$ cat src/rtl/spi_bus_arbiter.sv
// Arbitrates an instruction-fetch port and a data port onto one SPI flash/RAM engine.
// Optional macro SPI_ARB_ROUND_ROBIN_EN: alternate grants on simultaneous requests (default: data wins).
module spi_bus_arbiter #(
    parameter int TIMEOUT_CYCLES = 1024
) (
    input  logic        clk,
    input  logic        rst,
    input  logic        i_req,
    input  logic [31:0] i_addr,
    output logic        i_ack,
    input  logic        d_req,
    input  logic [31:0] d_addr,
    input  logic        d_we,
    input  logic [31:0] d_wdata,
    input  logic [1:0]  d_size,
    output logic        d_ack,
    output logic [31:0] rsp_rdata,
    output logic        rsp_err,
    output logic        e_start,
    output logic        e_flash,
    output logic [23:0] e_addr,
    output logic        e_we,
    output logic [31:0] e_wdata,
    output logic [1:0]  e_size,
    input  logic        e_done,
    input  logic [31:0] e_rdata
);
    localparam int CW = $clog2(TIMEOUT_CYCLES + 1);
    localparam logic [CW-1:0] TMO_LAST = CW'(TIMEOUT_CYCLES - 1);
    localparam logic [CW-1:0] CNT_ONE  = CW'(1);

    typedef enum logic [1:0] {IDLE, ISSUE, WAIT, RESP} state_t;

    typedef struct packed {
        logic [31:0] addr;
        logic        we;
        logic [31:0] wdata;
        logic [1:0]  size;
    } req_t;

    state_t        state;
    logic [CW-1:0] tmo_cnt;
    logic          cur_d;
    req_t          win;
    logic          grant_d;
    logic          sel_flash;
    logic          sel_ram;
    logic          bad;
    logic          unused_addr_bits;

`ifdef SPI_ARB_ROUND_ROBIN_EN
    logic last_d;
    assign grant_d = d_req & (~i_req | ~last_d);
`else
    assign grant_d = d_req;
`endif

    // Instruction fetches are always 4-byte reads.
    always_comb begin
        win = '0;
        if (grant_d) begin
            win.addr  = d_addr;
            win.we    = d_we;
            win.wdata = d_wdata;
            win.size  = d_size;
        end else begin
            win.addr  = i_addr;
            win.we    = 1'b0;
            win.wdata = '0;
            win.size  = 2'd2;
        end
    end

    assign sel_flash        = (win.addr[31:28] == 4'h8);
    assign sel_ram          = (win.addr[31:28] == 4'h0);
    assign bad              = ~(sel_flash | sel_ram) | (sel_flash & win.we);
    assign unused_addr_bits = ^win.addr[27:24];

    always_ff @(posedge clk or posedge rst) begin
        if (rst) begin
            state     <= IDLE;
            tmo_cnt   <= '0;
            cur_d     <= 1'b0;
            i_ack     <= 1'b0;
            d_ack     <= 1'b0;
            rsp_rdata <= '0;
            rsp_err   <= 1'b0;
            e_start   <= 1'b0;
            e_flash   <= 1'b0;
            e_addr    <= '0;
            e_we      <= 1'b0;
            e_wdata   <= '0;
            e_size    <= '0;
`ifdef SPI_ARB_ROUND_ROBIN_EN
            last_d    <= 1'b0;
`endif
        end else begin
            i_ack   <= 1'b0;
            d_ack   <= 1'b0;
            e_start <= 1'b0;
            case (state)
                IDLE: begin
                    if (i_req | d_req) begin
                        cur_d <= grant_d;
`ifdef SPI_ARB_ROUND_ROBIN_EN
                        last_d <= grant_d;
`endif
                        if (bad) begin
                            rsp_rdata <= '0;
                            rsp_err   <= 1'b1;
                            i_ack     <= ~grant_d;
                            d_ack     <= grant_d;
                            state     <= RESP;
                        end else begin
                            e_start <= 1'b1;
                            e_flash <= sel_flash;
                            e_addr  <= win.addr[23:0];
                            e_we    <= win.we;
                            e_wdata <= win.wdata;
                            e_size  <= win.size;
                            state   <= ISSUE;
                        end
                    end
                end
                ISSUE: begin
                    tmo_cnt <= '0;
                    state   <= WAIT;
                end
                WAIT: begin
                    // A completion in the final counted cycle beats the timeout.
                    if (e_done) begin
                        rsp_rdata <= e_rdata;
                        rsp_err   <= 1'b0;
                        i_ack     <= ~cur_d;
                        d_ack     <= cur_d;
                        state     <= RESP;
                    end else if (tmo_cnt == TMO_LAST) begin
                        rsp_rdata <= '0;
                        rsp_err   <= 1'b1;
                        i_ack     <= ~cur_d;
                        d_ack     <= cur_d;
                        state     <= RESP;
                    end else begin
                        tmo_cnt <= tmo_cnt + CNT_ONE;
                    end
                end
                RESP:    state <= IDLE;
                default: state <= IDLE;
            endcase
        end
    end
endmodule

$ cat config.mk
export PLATFORM = sky130hd
export DESIGN_NAME = spi_bus_arbiter
export DESIGN_NICKNAME = d
export VERILOG_FILES = /design/src/rtl/spi_bus_arbiter.sv
export SDC_FILE = /design/constraint.sdc
export NUM_CORES = 1
export LEC_CHECK = 0
export CAP_MARGIN = 20
export CORE_MARGIN = 5
export CORE_UTILIZATION = 37
export DETAILED_ROUTE_END_ITERATION = 8
export GPL_TIMING_DRIVEN = 0
export PLACE_DENSITY = 0.81
export SLEW_MARGIN = 20
export SYNTH_ARGS = -nofsm -noshare
export SYNTH_HDL_FRONTEND = slang
export SYNTH_SLANG_ARGS = --single-unit
$ cat constraint.sdc
create_clock -name clk -period 3.4 [get_ports clk]
set_clock_uncertainty 0.15 [all_clocks]
set_input_delay 0.51 -clock clk [delete_from_list [all_inputs] [get_ports clk]]
set_output_delay 0.51 -clock clk [all_outputs]
set_load 0.02 [all_outputs]
==> flow_summary.toml, run 1 <==
[sta]
setup_viol = 0
grt_setup_unrepaired = "false"
period_minus_slack_ns = 2.440
hold_ws_ns = 0.3230
fmax_mhz = 409.8
finalHoldViolCount = 0
tns_ns = 0
drv_slew = 0
maxSlewHeadroom_pct = 57.78
finalCritPeriodShare_pct = 71.78
worst_slew_pin_slew_ns = 0.6334

[critical_path]
cp_max_fo = 10
cp_slowest_cell = "nor4b_2"
arrival_ns = 2.51
crit_family = "buffers and inverters"
crit_type = "in2reg"
path_common_cell = "buf_2"
crit_buf_inv = 3
endpoint_kind = "flip-flop"
crit_chain = "clkdlybuf4s50_1, nor4b_2, o2111ai_1, buf_2, buf_2, nand2_1, o21ai_0"
required_ns = 3.47
cpPeakStageDelay_ns = 0.48
worstSetupStartpointType = "input pin"

[routing]
wl_per_cell_um = 17.45
drt_iter0_markers = 178
viasPerCell = 4.956
vias = 4034
ant_nets = 0
routed_wl_mm = 14.20
drc = 0
firstDrtPassIters = 4

[synthesis]
ys_warn_count = 0
syn_avg_cell_area_sq_um = 12.42
synthCells = 397
ys_ff_latch = 110
synth_area_sq_um = 4930
ys_seq_area_share_pct = 55.84
synth_nets = 537
synthDistinctLibCells = 38

[finish]
layout.cells.non_filler = 814
nNetsFinal = 773
area_growth_pct = 57.69
drive_gt1_share_pct = 12.23
antennaDiodeCount = 0

[floorplanning]
fp-row-count = 42
fp.dieH_um = 125.4
initial_core_util_pct = 37.52
boundaryPins = 232
dieWidth_um = 125.4
core_sq_um = 13140
dieArea_sq_um = 15730

[clock_network]
cts.sinks = 110
cts_root_buffer = "clkbuf_16"
clockBufferDepth = 2
cts.reportedPaths.clkPinSlew_ns = 0.07
cts_buffers = 9
htree_levels = 3
cts_setup_buffers = 0
cts_tree = "yes"
hold_buffers = 0
insertion_delay_ns = 0.35
cts_resized = 0

[flow_run]
cap_violations = 0

[power]
p_leak_nw = 3.643
vdd_drop_max_mv = 0.4257
powerDensity_nw_per_um2 = 813.3
power_mw = 6.322

[global_route]
track_usage_pct = 18.23
overflow = 0
grt_max_degree = 36
grt_pass1_vias = 4478
antenna_found_initial = 0
grt_pass1_wl_mm = 23.40

[place]
place_congestion = 0.8636
dp_cells = 798
hpwlAfterDp_mm = 11.15
port_buffers = 222

[status]
outcome = "complete, no violations"

[worst_hold_path]
min_path_type = "in2reg"
-- Yosys cell counts --
cell type,instances,area [sq um]
a22o_1,33,289.0
o31ai_4,1,21.27
nand4b_1,1,8.760
mux2i_1,33,330.3
and3_2,3,22.52
nand3_1,5,25.02
nor4_4,1,21.27
nand2_1,48,180.2
o31a_2,1,10.01
o211ai_2,1,12.51
buf_1,1,3.750
inv_1,5,18.77
mux2_2,3,33.78
ha_1,4,50.05
o21ai_1,2,10.01
nor4b_2,1,15.01
dfrtp_1,110,2753
a22oi_1,1,7.510
and2_1,2,12.51
buf_2,10,50.05
o21ai_0,30,150.1
clkbuf_8,1,13.76
nand4_1,6,37.54
nor2b_1,1,6.260
nor2_1,2,7.510
o2111ai_1,1,8.760
or2_2,1,6.260
nor3_1,1,5.000
clkbuf_1,14,52.55
a21oi_1,1,5.000
o2111ai_4,1,26.28
buf_6,3,33.78
mux2_4,30,450.4
and2b_2,1,8.760
o22a_1,1,8.760
and3_1,34,212.7
nand2b_1,2,12.51
o32ai_1,1,8.760
-- cell type report --
cell class	instances	area, sq um
plain buffers	29	153.9
clock buffers	10	239.0
clock inverters	6	91.34
fillers	1063	5364
inverters	5	22.52
multi-input cells	253	2004
flip-flops and latches	110	2753
well taps	176	220.2
repair buffers	225	2290
-- cells in the final DEF, fill, tap and decap left out, types with 9 or more instances in the layout --
cell type,n
mux2_4,30
clkdlybuf4s50_1,222
buf_2,10
dfrtp_1,110
o21ai_0,30
clkbuf_1,14
nand2_1,48
mux2i_1,33
a22o_1,33
and3_1,34
clkbuf_16,9
-- layer usage --
metal | GRT usage [%] | up-vias | part of all wire, %
met5 | 0 | - | 0
met4 | 4.656 | 0 | 1.6
met3 | 5.714 | 16 | 5.9
met2 | 31.37 | 146 | 52
met1 | 22.26 | 1978 | 41
li1 | - | 1894 | -
-- metrics by stage --
| step | area (sq um) | utilization (%) | setup slack (ns) |
|---|---|---|---|
| global route | 7774 | 59.17 | 0.6540 |
| global placement | 7376 | 56.14 | 0.4189 |
| CTS | 7774 | 59.17 | 0.9178 |
| detailed placement | 7443 | 56.66 | 0.5390 |
| finish | 7774 | 59.17 | 0.9595 |
| floorplan | 4933 | - | 1.295 |
-- power by group --
part | internal, mW | switching [mW] | leakage [nW]
logic | 1.60 | 1.46 | 2.01
registers | 1.81 | 0.307 | 1.47
clock network | 0.671 | 0.474 | 0.163
total | 4.08 | 2.24 | 3.64
-- cells by family after synthesis --
kind of cell / Yosys count / synth area share, %
adder cells (fa/ha/maj): 4 / 1.015
AO/OA/AOI/OAI: 74 / 11.32
buffers and inverters: 34 / 3.502
flip-flops: 110 / 55.84
AND/OR/NAND/NOR: 109 / 11.80
multiplexers: 66 / 16.52
-- sequential cells by signal (all words and copies together), names as in the netlist --
signal / count
cur_d: 1
rsp_err: 1
e_addr: 24
e_flash: 1
state: 2
e_size: 2
e_wdata: 32
e_we: 1
rsp_rdata: 32
e_start: 1
i_ack: 1
d_ack: 1
tmo_cnt: 11
-- worst register-to-register path: stages, from the launching register on --
cell and delay (ns):
dfrtp_1 0.39, ha_1 0.29, nand4b_1 0.23, o31ai_4 0.30
o2111ai_4 0.26, buf_6 0.24, mux2_4 0.31
-- path summary, 6_finish.rpt --
path | from | to | slack (ns) | cells after the start
min | d_req | cur_d | 0.32 | 3
max reg2reg | tmo_cnt[0] | rsp_rdata[10] | 1.11 | 6
max in group asynchronous | rst | e_wdata[27] | 1.97 | 4
min in group asynchronous | rst | rsp_rdata[4] | 0.41 | 2
max | d_addr[28] | e_addr[12] | 0.96 | 7
min reg2reg | e_addr[16] | e_addr[16] | 0.33 | 2
(Power assumes the default switching activity.)
==> inputs of run 2 (changes only) <==
==> constraint.sdc (replaced) <==
create_clock -name clk -period 2.2 [get_ports clk]
set_clock_uncertainty 0.15 [all_clocks]
set_input_delay 0.33 -clock clk [delete_from_list [all_inputs] [get_ports clk]]
set_output_delay 0.33 -clock clk [all_outputs]
set_load 0.02 [all_outputs]
==> run 2 against run 1 <==
Effect of this change: non-clock buffer count is 6 higher; critical path depth is 1 lower; flip-flop and latch count stayed put; wire length is 0.99% higher; combinational power is 58% higher; final area is 1.2% higher; register-to-register slack worse by 1.0 ns; worst setup slack worse by 0.89 ns; final cell count is 0.74% higher; sequential share of layout area is 0.43 points lower; critical endpoint is now rsp_rdata[10]; largest power group unchanged.
==> flow_summary.toml, run 2 (synthesis gave the netlist of run 1 again) <==
[status]
outcome = "complete, no violations"

[floorplanning]
fp.dieH_um = 125.4
fp-row-count = 42
dieWidth_um = 125.4
initial_core_util_pct = 37.52
dieArea_sq_um = 15730
core_sq_um = 13140
boundaryPins = 232

[power]
powerDensity_nw_per_um2 = 1257
p_leak_nw = 3.689
vdd_drop_max_mv = 0.6595
power_mw = 9.895

[clock_network]
cts.reportedPaths.clkPinSlew_ns = 0.07
cts_root_buffer = "clkbuf_16"
cts_buffers = 9
insertion_delay_ns = 0.35
htree_levels = 3
cts.sinks = 110
hold_buffers = 0
clockBufferDepth = 2
cts_tree = "yes"

[routing]
vias = 4094
routed_wl_mm = 14.34
wl_per_cell_um = 17.49
firstDrtPassIters = 4
viasPerCell = 4.993
drt_iter0_markers = 184
ant_nets = 0
drc = 0

[global_route]
grt_pass1_vias = 4487
track_usage_pct = 18.30
antenna_found_initial = 0
grt_pass1_wl_mm = 23.49
grt_max_degree = 36
overflow = 0

[sta]
finalWorstSetupSlack_ns = 0.06519
finalHoldViolCount = 0
grt_setup_unrepaired = "true"
worst_slew_pin_slew_ns = 0.6270
fmax_mhz = 468.4
period_minus_slack_ns = 2.135
setup_viol = 0
finalCritPeriodShare_pct = 97.04
drv_slew = 0
maxSlewHeadroom_pct = 58.20

[flow_run]
cap_violations = 0

[critical_path]
crit_family = "compound AO/OA/AOI/OAI gates"
required_ns = 2.28
cp_max_fo = 10
cp_slowest_cell = "dfrtp_1"
endpoint_kind = "flip-flop"
crit_buf_inv = 1
cpPeakStageDelay_ns = 0.39
crit_type = "reg2reg"
crit_chain = "ha_4, nand4b_1, o31ai_4, o2111ai_4, buf_8, mux2_4"
arrival_ns = 2.22
worstSetupStartpointType = "flip-flop"

[place]
port_buffers = 222
hpwlAfterDp_mm = 11.15
place_congestion = 0.8636
pre_cts_ws_ns = -0.4810

[finish]
seq_area_sq_um = 2753
drive_gt1_share_pct = 13.98
area_growth_pct = 59.64
multiInputGateArea_sq_um = 2046
largestRegisters = "e_wdata x32, rsp_rdata x32, e_addr x24"
nNetsFinal = 779
n_fill_cell = 1051
layout_common_cells = "clkdlybuf4s50_1, dfrtp_1, nand2_1, and3_1"
layout_commonest_cell = "clkdlybuf4s50_1"
antennaDiodeCount = 0

[worst_hold_path]
min_path_type = "in2reg"
-- run 2: cell count changes in the layout (fill, tap and decap cells not counted), sizes merged --
cell	delta
buf	+7
clkbuf	-1
-- run 2: timing repair --
action / CTS / global route
buffers inserted: 2 / 5
resized for setup: 2 / 9
pin swaps: 1 / 3
setup endpoints to repair: 59 / 104
endpoints found under the hold margin: 0 / 0
-- run 2: metal layers --
metal | up-vias | global-route usage [%] | wire length, um
li1 | 1909 | - | -
met4 | 0 | 4.719 | 231
met1 | 2007 | 22.32 | 5764
met3 | 20 | 5.714 | 919
met2 | 158 | 31.53 | 7427
met5 | - | 0 | 0
-- run 2: layout make-up --
| cell class | instances | share of cell area [%] |
|---|---|---|
| sequential | 110 | 34.98 |
| clock inverter | 6 | 1.161 |
| tap | 176 | 2.798 |
| inverter | 5 | 0.2862 |
| timing repair buffer | 232 | 29.76 |
| multi-input combinational | 253 | 25.99 |
| buffer | 28 | 1.987 |
| clock buffer | 10 | 3.037 |
-- run 2: worst reg2reg max path: cells and delay by family (launching register included) --
| family | cells | cell delay, ns |
|---|---|---|
| AND/OR/NAND/NOR | 1 | 0.20 |
| AO/OA/AOI/OAI | 2 | 0.56 |
| adder cells (fa/ha/maj) | 1 | 0.19 |
| buffers and inverters | 1 | 0.22 |
| flip-flops | 1 | 0.39 |
| multiplexers | 1 | 0.31 |
-- run 2: final timing paths --
path,from,slack (ns),depth (start not counted),to
hold / removal,d_req,0.17,3,cur_d
setup / recovery,tmo_cnt[0],0.07,6,rsp_rdata[10]
hold reg to reg,e_addr[16],0.33,2,e_addr[16]
max in group asynchronous,rst,0.95,4,e_wdata[27]
setup reg to reg,tmo_cnt[0],0.07,6,rsp_rdata[10]
min in group asynchronous,rst,0.23,2,rsp_rdata[4]
-- run 2: where the power goes --
group	internal [mW]	total, mW	switching (mW)
registers	2.80	3.28	0.478
logic	2.56	4.85	2.29
clock network	1.04	1.77	0.732
-- run 2: metrics by stage --
stage          utilization [%]  std cells  hold slack, ns  cell area, sq um  setup TNS (ns)
6_report                 59.90        820          0.1687              7870               0
5_1_grt                  59.90        820          0.1760              7870         -0.4618
4_1_cts                  59.35        816          0.1369              7797               0
3_5_place_dp             56.66        798          0.3200              7443          -33.92
3_3_place_gp             56.14        795          0.3123              7376          -97.20
2_1_floorplan                -        397          0.2985              4933               0
